[config.mk]
export PLATFORM = sky130hd
export DESIGN_NAME = tff_counter
export DESIGN_NICKNAME = d
export VERILOG_FILES = /design/src/rtl/tff_pkg.sv /design/src/rtl/tff_bank.sv /design/src/rtl/tff_counter.sv
export SDC_FILE = /design/constraint.sdc
export NUM_CORES = 1
export LEC_CHECK = 0
export BUFFER_PORTS_ARGS = -buffer_cell sky130_fd_sc_hd__buf_2
export CAP_MARGIN = 40
export CORE_AREA = 2 2 39 41
export DETAILED_ROUTE_END_ITERATION = 10
export DIE_AREA = 0 0 41 43
export SLEW_MARGIN = 10
export SYNTH_ARGS = -nofsm -noshare
export SYNTH_HDL_FRONTEND = slang
export SYNTH_SLANG_ARGS = --single-unit
[constraint.sdc]
create_clock -name clk -period 1.6 [get_ports clk]
set_input_delay 0.08 -clock clk [delete_from_list [all_inputs] [get_ports clk]]
set_output_delay 0.08 -clock clk [all_outputs]
set_load 0.05 [all_outputs]
[src/rtl/tff_pkg.sv]
// Shared constants and helpers for the T flip-flop counter.
// Mode selectors for the bound behaviour, plus a clog2 utility.
package tff_pkg;

  localparam int MODE_WRAP = 0;
  localparam int MODE_SAT  = 1;

  function automatic int clog2(input int v);
    int r;
    r = 0;
    while ((1 << r) < v) r++;
    return r;
  endfunction

endpackage

[src/rtl/tff_bank.sv]
// Bank of WIDTH T flip-flops; bit i toggles when t[i] is set.
// Asynchronous active-low reset clears every bit.
module tff_bank
  import tff_pkg::*;
#(
  parameter int WIDTH = 4
) (
  input  logic             clk,
  input  logic             rst_n,
  input  logic [WIDTH-1:0] t,
  output logic [WIDTH-1:0] q,
  output logic [WIDTH-1:0] qbar
);

  always_ff @(posedge clk or negedge rst_n) begin
    if (!rst_n) q <= '0;
    else        q <= q ^ t;
  end

  assign qbar = ~q;

endmodule

[src/rtl/tff_counter.sv]
// Modulo-N up/down counter with load, clear and wrap/saturate.
// Next count is resolved here; state lives only in the TFF bank.
module tff_counter
  import tff_pkg::*;
#(
  parameter int WIDTH    = 4,
  parameter int MODULUS  = 16,
  parameter int SATURATE = MODE_WRAP
) (
  input  logic             clk,
  input  logic             rst_n,
  input  logic             en,
  input  logic             up,
  input  logic             load,
  input  logic [WIDTH-1:0] load_val,
  input  logic             clr,
  output logic [WIDTH-1:0] q,
  output logic [WIDTH-1:0] qbar,
  output logic             tc,
  output logic             wrap
);

  // One extra bit so MODULUS == 2**WIDTH stays representable
  localparam logic [WIDTH:0]   MODW = (WIDTH+1)'(MODULUS);
  localparam logic [WIDTH-1:0] MAX  = WIDTH'(MODULUS - 1);
  localparam logic             SAT  = (SATURATE == MODE_SAT);

  logic [WIDTH-1:0] nxt;
  logic [WIDTH-1:0] t;
  logic             wrap_d;
  logic             at_max;
  logic             at_min;

  assign at_max = (q == MAX);
  assign at_min = (q == '0);

  always_comb begin
    nxt    = q;
    wrap_d = 1'b0;
    if (clr) begin
      nxt = '0;
    end else if (load) begin
      nxt = ({1'b0, load_val} < MODW) ? load_val : MAX;
    end else if (en) begin
      if (up) begin
        if (!at_max) begin
          nxt = q + WIDTH'(1);
        end else if (!SAT) begin
          nxt    = '0;
          wrap_d = 1'b1;
        end
      end else begin
        if (!at_min) begin
          nxt = q - WIDTH'(1);
        end else if (!SAT) begin
          nxt    = MAX;
          wrap_d = 1'b1;
        end
      end
    end
  end

  assign t = q ^ nxt;

  tff_bank #(
    .WIDTH(WIDTH)
  ) u_bank (
    .clk  (clk),
    .rst_n(rst_n),
    .t    (t),
    .q    (q),
    .qbar (qbar)
  );

  always_ff @(posedge clk or negedge rst_n) begin
    if (!rst_n) wrap <= 1'b0;
    else        wrap <= wrap_d;
  end

  assign tc = up ? at_max : at_min;

endmodule

# [Word level (Yosys, flattened, before mapping)]
# Index checks and enable logic that the tools add are counted.
[op_classes] muxes=13 bitwise_logic=3 reduce_logical=1 add_sub_neg=2 eq_ne=1
[ops] operator="$mux W4" n=6
[ops] operator="$xor A4 B4 Y4" n=2
[ops] operator="$mux W1" n=7
[ops] operator="$add A4 B1 Y4 const B" n=1
[ops] operator="$eq A4 B4 Y1 const B" n=1
[ops] operator="$logic_not A4 Y1" n=1
[ops] operator="$not A4 Y4" n=1
[ops] operator="$sub A4 B1 Y4 const B" n=1
[word_totals] ff_bits=5 inputBits=10 elab_cells=22 out_inout_bits=10

# [Longest topological paths before layout]
# Gate-level depths: netlist of run 1.
[logic_depth] depth_word=8 depth_mapped=6 ltp_nobuf=6

# [Cells and area by module]
# From an unflattened synthesis of run 1, not the netlist that was laid out.
[unflattened] cells_unflattened=57 area_unflattened_um2=469.2
[modules_own_cells] module="tff_counter" cells_each=45 seq_area_each_um2=25.0 instances=1 area_per_inst_um2=319.1
[modules_own_cells] module="tff_bank" cells_each=12 seq_area_each_um2=100.1 instances=1 area_per_inst_um2=150.1

# [Worst setup path before layout of run 1]
# OpenSTA, ideal clock, no wires.
[synth_timing] path_type="reg-to-reg" start="reg u_bank.q[1]" end="reg wrap" period_less_slack_ns=2.342 path_buffers=0 t_required_ns=1.520 arrival_time_ns=2.262 stages_incl_launch_ff=6 slack_ns=-0.742 setup_ns=0.080 path_cell_list="dfrtp_1 inv_1 ha_1 nor4b_1 or2_1 nor3b_2"
[synth_via] elab_chain_cells=6 word_cells_on_any_way=8 classes_between="eq/ne (1); mux (6); reduce/logical (1)"
[synth_rtl] item="start: declaration" line_no="tff_bank.sv:11" source="output logic [WIDTH-1:0] q,"
[synth_rtl] item="start signal: assignment" line_no="tff_bank.sv:17" source="else q <= q ^ t;"
[synth_rtl] item="$eq A4 B4 Y1 / $logic_not A4 Y1 (equally long branches)" line_no="tff_counter.sv:34, tff_counter.sv:35"
[synth_rtl] item="$mux W1 (on tied branches)" line_no="tff_counter.sv:46, tff_counter.sv:53"
[synth_rtl] item="$mux W1 (*)" line_no="tff_counter.sv:45" source="if (up) begin"
[synth_rtl] item="$mux W1 (*)" line_no="tff_counter.sv:44" source="end else if (en) begin"
[synth_rtl] item="$mux W1 (*)" line_no="tff_counter.sv:42" source="end else if (load) begin"
[synth_rtl] item="$mux W1 (*)" line_no="tff_counter.sv:40" source="if (clr) begin"
[synth_rtl] item="named net wrap_d" line_no="tff_counter.sv:30" source="logic wrap_d;"
[synth_rtl] item="end signal: assignment" line_no="tff_counter.sv:77" source="else wrap <= wrap_d;"
[synth_rtl] item="end: declaration" line_no="tff_counter.sv:20" source="output logic wrap"
# The timed path passes the listed nets; every way through them passes the cells marked *.

# [Worst setup path after layout of run 1]
[layout_timing] start="reg u_bank.q[0]" end="out tc"
[layout_via] elab_chain_cells=2 word_cells_on_any_way=3 classes_between="eq/ne (1); mux (1); reduce/logical (1)"
[layout_rtl] item="$eq A4 B4 Y1 / $logic_not A4 Y1 (equally long branches)" line_no="tff_counter.sv:34, tff_counter.sv:35"
[layout_rtl] item="$mux W1 (*)" line_no="tff_counter.sv:80" source="assign tc = up ? at_max : at_min;"
[layout_rtl] item="end: declaration" line_no="tff_counter.sv:19" source="output logic tc,"
# Every way passes the cells marked *; elsewhere a longest branch is shown, timed or not.

==> metrics.yaml, run 1 <==
clock_tree:
  numCtsBuffers: 3
  cts-root-buf: "clkbuf_4"
  clock_latency_ns: 0.24
  htreeDepth: 1
  clockBufferDepth: 2
  cts_tree: "done"
  cts.clk_slew.worst_paths_ns: 0.04
  cts.sinks: 5
die:
  die_h_um: 43
  die_w_um: 41
  coreArea_um2: 1380
  ioPinCount: 20
  start_util_pct: 30.5
  die_area_um2: 1760
  row_count: 14
global_routing:
  grt_pass1_wl_um: 1780
  track_usage_pct: 15.0
  grt_max_degree: 11
  overflow: 0
  grt_pass1_vias: 413
  grt_antenna_before_repair: 0
timing:
  slew_headroom_pct: 77.8
  fmax_ghz: 0.645
  fin_crit_sh_pct: 96.9
  whs_ns: 0.0776
  finClkSkew_ns: 0.000578
  tightest_slew_ns: 0.333
  slew_violations: 0
  hold_violations: 0
  setup_violations: 0
  period_needed_ns: 1.55
flow_run:
  max_cap_viol_count: 0
drt:
  drtAntennaViolNets: 0
  routed_wl_um: 1120
  vias: 447
  drt_drc_violations_left: 0
  first_iter_violations: 14
  firstDrtPassIters: 4
  drt-vias-per-instance: 4.86
  wl_per_cell_um: 12.2
yosys:
  syn_nets: 62
  ys.flop_type: "dfrtp_1"
  syn_avg_cell_area_um2: 8.43
  async_reset_ff_share_pct: 100
  synth_warnings: 0
  syn-cell-area_um2: 422
  ys_types: 25
  seq_area_frac_synth_pct: 29.7
  ys_ff_latch: 5
  synth_cells: 50
  synth_edf_count: 0
min_path:
  hold_depth: 2
  hp-class: "primary input to register"
  worstHoldStart: "clr"
power:
  cellPowerDensity_nw_per_um2: 814
  power.leakage_nw: 0.297
  finalPower_mw: 0.516
  vdd_drop_max_mv: 0.352
final_layout:
  n_antenna_cell: 0
  final_area_um2: 633
  syn_to_final_growth_pct: 50.1
  nets: 89
  final_cells: 92
  mostFrequentLayoutCells: "buf_2, nand2_1, nor2_1, buf_4"
  layout_commonest_cell: "buf_2"
  drive_gt1_share_pct: 50.0
placed_design:
  io_buffer_count: 19
  gp_congestion: 0.698
  dp_hpwl_um: 824
  placedCellCount: 83
  placed_cell_area_um2: 558
critical_path:
  start_kind: "register"
  critPathMaxFanout: 4
  endpoint_kind: "output port"
  crit_start: "u_bank.q[0]$_DFF_PN0_"
  r2r.worst_path.cells: 5
  arrival_ns: 1.47
  cp.required_ns: 1.52
  reg2reg_from: "u_bank.q[1]$_DFF_PN0_"
  crit_type: "register to output port"
outcome:
  status: "complete, no violations"
critical path, stage by stage, from the launching register on:
cell	delay (ns)
dfrtp_2	0.42
inv_2	0.10
ha_4	0.15
nor4b_4	0.24
or2_4	0.18
buf_6	0.15
area by class of cell:
class	instances	area (um^2)
Clock buffer	4	26.3
Fill cell	144	751
Inverter	6	26.3
Multi-Input combinational cell	37	292
Sequential cell	5	128
Tap cell	16	20.0
Timing Repair Buffer	24	141
flip-flops by register name, summed over array words and instances (netlist names):
register,flops
u_bank.q,4
wrap,1
path summary, 6_finish.rpt:
kind / endpoint / slack [ns]
max reg2reg: u_bank.q[3]$_DFF_PN0_ / 0.21
min: u_bank.q[1]$_DFF_PN0_ / 0.08
max: tc / 0.05
min reg2reg: u_bank.q[0]$_DFF_PN0_ / 0.75
min in group asynchronous: u_bank.q[1]$_DFF_PN0_ / 0.21
max in group asynchronous: u_bank.q[0]$_DFF_PN0_ / 1.25
per-stage QoR:
stage	TNS (ns)	utilization, %	setup slack [ns]
floorplan	-1.26	-	-0.355
global placement	0	40.3	0.145
detailed placement	0	40.3	0.154
CTS	0	45.0	0.0137
global route	-0.00692	45.8	-0.00692
finish	0	45.8	0.0502
cell usage after synthesis, types with 2 or more instances:
| cell type | n | area share (%) |
|---|---|---|
| nor4b_1 | 2 | 4.2 |
| nor2_1 | 4 | 3.6 |
| ha_1 | 2 | 5.9 |
| o21a_1 | 2 | 3.6 |
| nand2_1 | 5 | 4.5 |
| inv_1 | 4 | 3.6 |
| nor3_1 | 2 | 2.4 |
| o21ai_0 | 2 | 2.4 |
| a21oi_1 | 3 | 3.6 |
| dfrtp_1 | 5 | 30 |
| inv_2 | 2 | 1.8 |
| xnor2_1 | 2 | 4.2 |
| a31oi_1 | 2 | 3.0 |
| and4_1 | 2 | 4.2 |
routing by layer:
layer,track usage [%],wire length (um)
met1,19.2,476
met3,1.57,34
met5,0,0
met2,22.5,606
met4,10.0,6
timing repair:
action / 4_1_cts / 5_1_grt
gates resized for setup: 2 / 1
endpoints found under the setup margin: 1 / 1
buffers inserted: 3 / 1
hold buffers: 1 / 0
hold endpoints to repair: 5 / 0
power breakdown:
group	switching (mW)	internal [mW]	total, mW
sequential	0.0185	0.136	0.155
clock	0.0466	0.0939	0.140
combinational	0.136	0.0845	0.220
total	0.201	0.315	0.516
cells by family after synthesis:
group,Yosys count,synth area share [%]
buffers and inverters,8,8.90
AO/OA/AOI/OAI,11,17.8
XOR/XNOR,2,4.16
AND/OR/NAND/NOR,20,27.6
adder cells (fa/ha/maj),2,5.93
flip-flops,5,29.7
multiplexers,2,5.93
Note: power is estimated with default switching activity, not from simulation.
==> inputs of run 2 (changes only) <==
==> constraint.sdc (replaced) <==
create_clock -name clk -period 1.8 [get_ports clk]
set_input_delay 0.09 -clock clk [delete_from_list [all_inputs] [get_ports clk]]
set_output_delay 0.09 -clock clk [all_outputs]
set_load 0.05 [all_outputs]
==> metrics.yaml, run 2 (same netlist as run 1, synthesis figures left out) <==
outcome:
  status: "complete, no violations"
flow_run:
  max_cap_viol_count: 0
drt:
  first_iter_violations: 4
  wl_per_cell_um: 11.2
  drt_drc_violations_left: 0
  drt-vias-per-instance: 4.99
  routed_wl_um: 988
  drtAntennaViolNets: 0
  firstDrtPassIters: 4
  vias: 439
critical_path:
  arrival_ns: 1.60
  crit_start: "u_bank.q[1]$_DFF_PN0_"
  crit_path_cell_trace: "clkinvlp_4 -> ha_4 -> nor4b_2 -> or2_4 -> buf_2"
  critPathMaxFanout: 7
  endpoint_kind: "output port"
  cp.required_ns: 1.71
  cpPeakStageDelay_ns: 0.46
  reg2reg_from: "u_bank.q[1]$_DFF_PN0_"
  start_kind: "register"
  crit_type: "register to output port"
  slowest_stage: "dfrtp_2"
timing:
  tns_ns: 0
  slew_violations: 0
  setup_violations: 0
  slew_headroom_pct: 80.4
  finalWorstSetupSlack_ns: 0.108
  fin_crit_sh_pct: 94.0
  whs_ns: 0.0909
  finClkSkew_ns: 0.000698
  fmax_ghz: 0.591
  hold_violations: 0
  period_needed_ns: 1.69
  rsz0062_at_grt: "false"
  tightest_slew_ns: 0.293
placed_design:
  place_ws_ns: 0.212
  io_buffer_count: 19
  dp_hpwl_um: 778
  gp_congestion: 0.641
  placed_cell_area_um2: 543
die:
  die_area_um2: 1760
  die_w_um: 41
  start_util_pct: 30.5
  coreArea_um2: 1380
  row_count: 14
  ioPinCount: 20
  die_h_um: 43
global_routing:
  track_usage_pct: 13.8
  grt_pass1_vias: 390
  grt_max_degree: 11
  grt_pass1_wl_um: 1630
  overflow: 0
  grt_antenna_before_repair: 0
final_layout:
  nets: 85
  final_area_um2: 586
  n_antenna_cell: 0
  drive_gt1_share_pct: 45.8
  top_register: "u_bank.q"
  top_regs: "u_bank.q (4), wrap (1)"
  layout_commonest_cell: "buf_2"
  syn_to_final_growth_pct: 38.9
  utilization_pct: 42.3
  mostFrequentLayoutCells: "buf_2, nand2_1, nor2_1"
  largest_reg_flops: 4
power:
  power.leakage_nw: 0.270
  cellPowerDensity_nw_per_um2: 745
  vdd_drop_max_mv: 0.308
clock_tree:
  htreeDepth: 1
  clockBufferDepth: 2
  cts.clk_slew.worst_paths_ns: 0.04
  numCtsBuffers: 3
  cts_tree: "done"
  cts.sinks: 5
  cts_setup_buffers: 0
  cts-root-buf: "clkbuf_4"
  clock_latency_ns: 0.23
min_path:
  worstHoldStart: "clr"
  hp-class: "primary input to register"
==> run 2: changes by cell type in the layout (fill, tap and decap cells not counted) <==
cell	change
buf_4	-4
and4_1	+1
and4_4	-1
buf_2	+1
buf_6	-1
nor4b_2	+1
nor4b_4	-1
==> run 2: final cells by class <==
| class | instances | area, um^2 |
|---|---|---|
| clock buffers | 4 | 26.3 |
| fillers | 149 | 798 |
| inverters | 6 | 26.3 |
| multi-input cells | 37 | 280 |
| flip-flops and latches | 5 | 128 |
| well taps | 16 | 20.0 |
| repair buffers | 20 | 105 |
==> run 2: repair_timing <==
item / in CTS / in global routing
hold endpoints to repair: 5 / 0
gates resized for setup: 1 / 0
hold buffers: 1 / 0
endpoints found under the setup margin: 1 / 0
==> run 2: critical path: cells and delay by family (launching register included) <==
family	cells	cell delay [ns]
and+or+nand+nor	2	0.41
adders and majority gates	1	0.14
buffers and inverters	2	0.36
DFF	1	0.46
==> run 2: metal layers <==
layer / up-vias / track usage, % / share of wire (%)
li1: 221 / - / -
met1: 206 / 16.2 / 43
met2: 10 / 21.6 / 50
met3: 2 / 1.57 / 5.7
met4: 0 / 10.0 / 0.91
met5: - / 0 / 0
==> run 2: per-stage QoR <==
step	total power, mW	instances
floorplan	0.269	50
global placement	0.310	83
detailed placement	0.311	83
CTS	0.445	88
global route	0.462	88
finish	0.436	88
==> run 2: path summary, 6_finish.rpt <==
check                      cells past startpoint                     to  slack (ns)
max                                            5                     tc        0.11
min                                            2  u_bank.q[1]$_DFF_PN0_        0.09
max reg2reg                                    6  u_bank.q[2]$_DFF_PN0_        0.34
min reg2reg                                    2  u_bank.q[0]$_DFF_PN0_        0.66
max in group asynchronous                      2  u_bank.q[1]$_DFF_PN0_        1.47
min in group asynchronous                      2         wrap$_DFF_PN0_        0.19
==> run 2: where the power goes <==
part | total [mW] | switching [mW] | internal (mW) | leakage, nW
Combinational | 0.173 | 0.112 | 0.0609 | 0.192
Clock | 0.124 | 0.0408 | 0.0835 | 0.0150
Sequential | 0.140 | 0.0183 | 0.121 | 0.0631
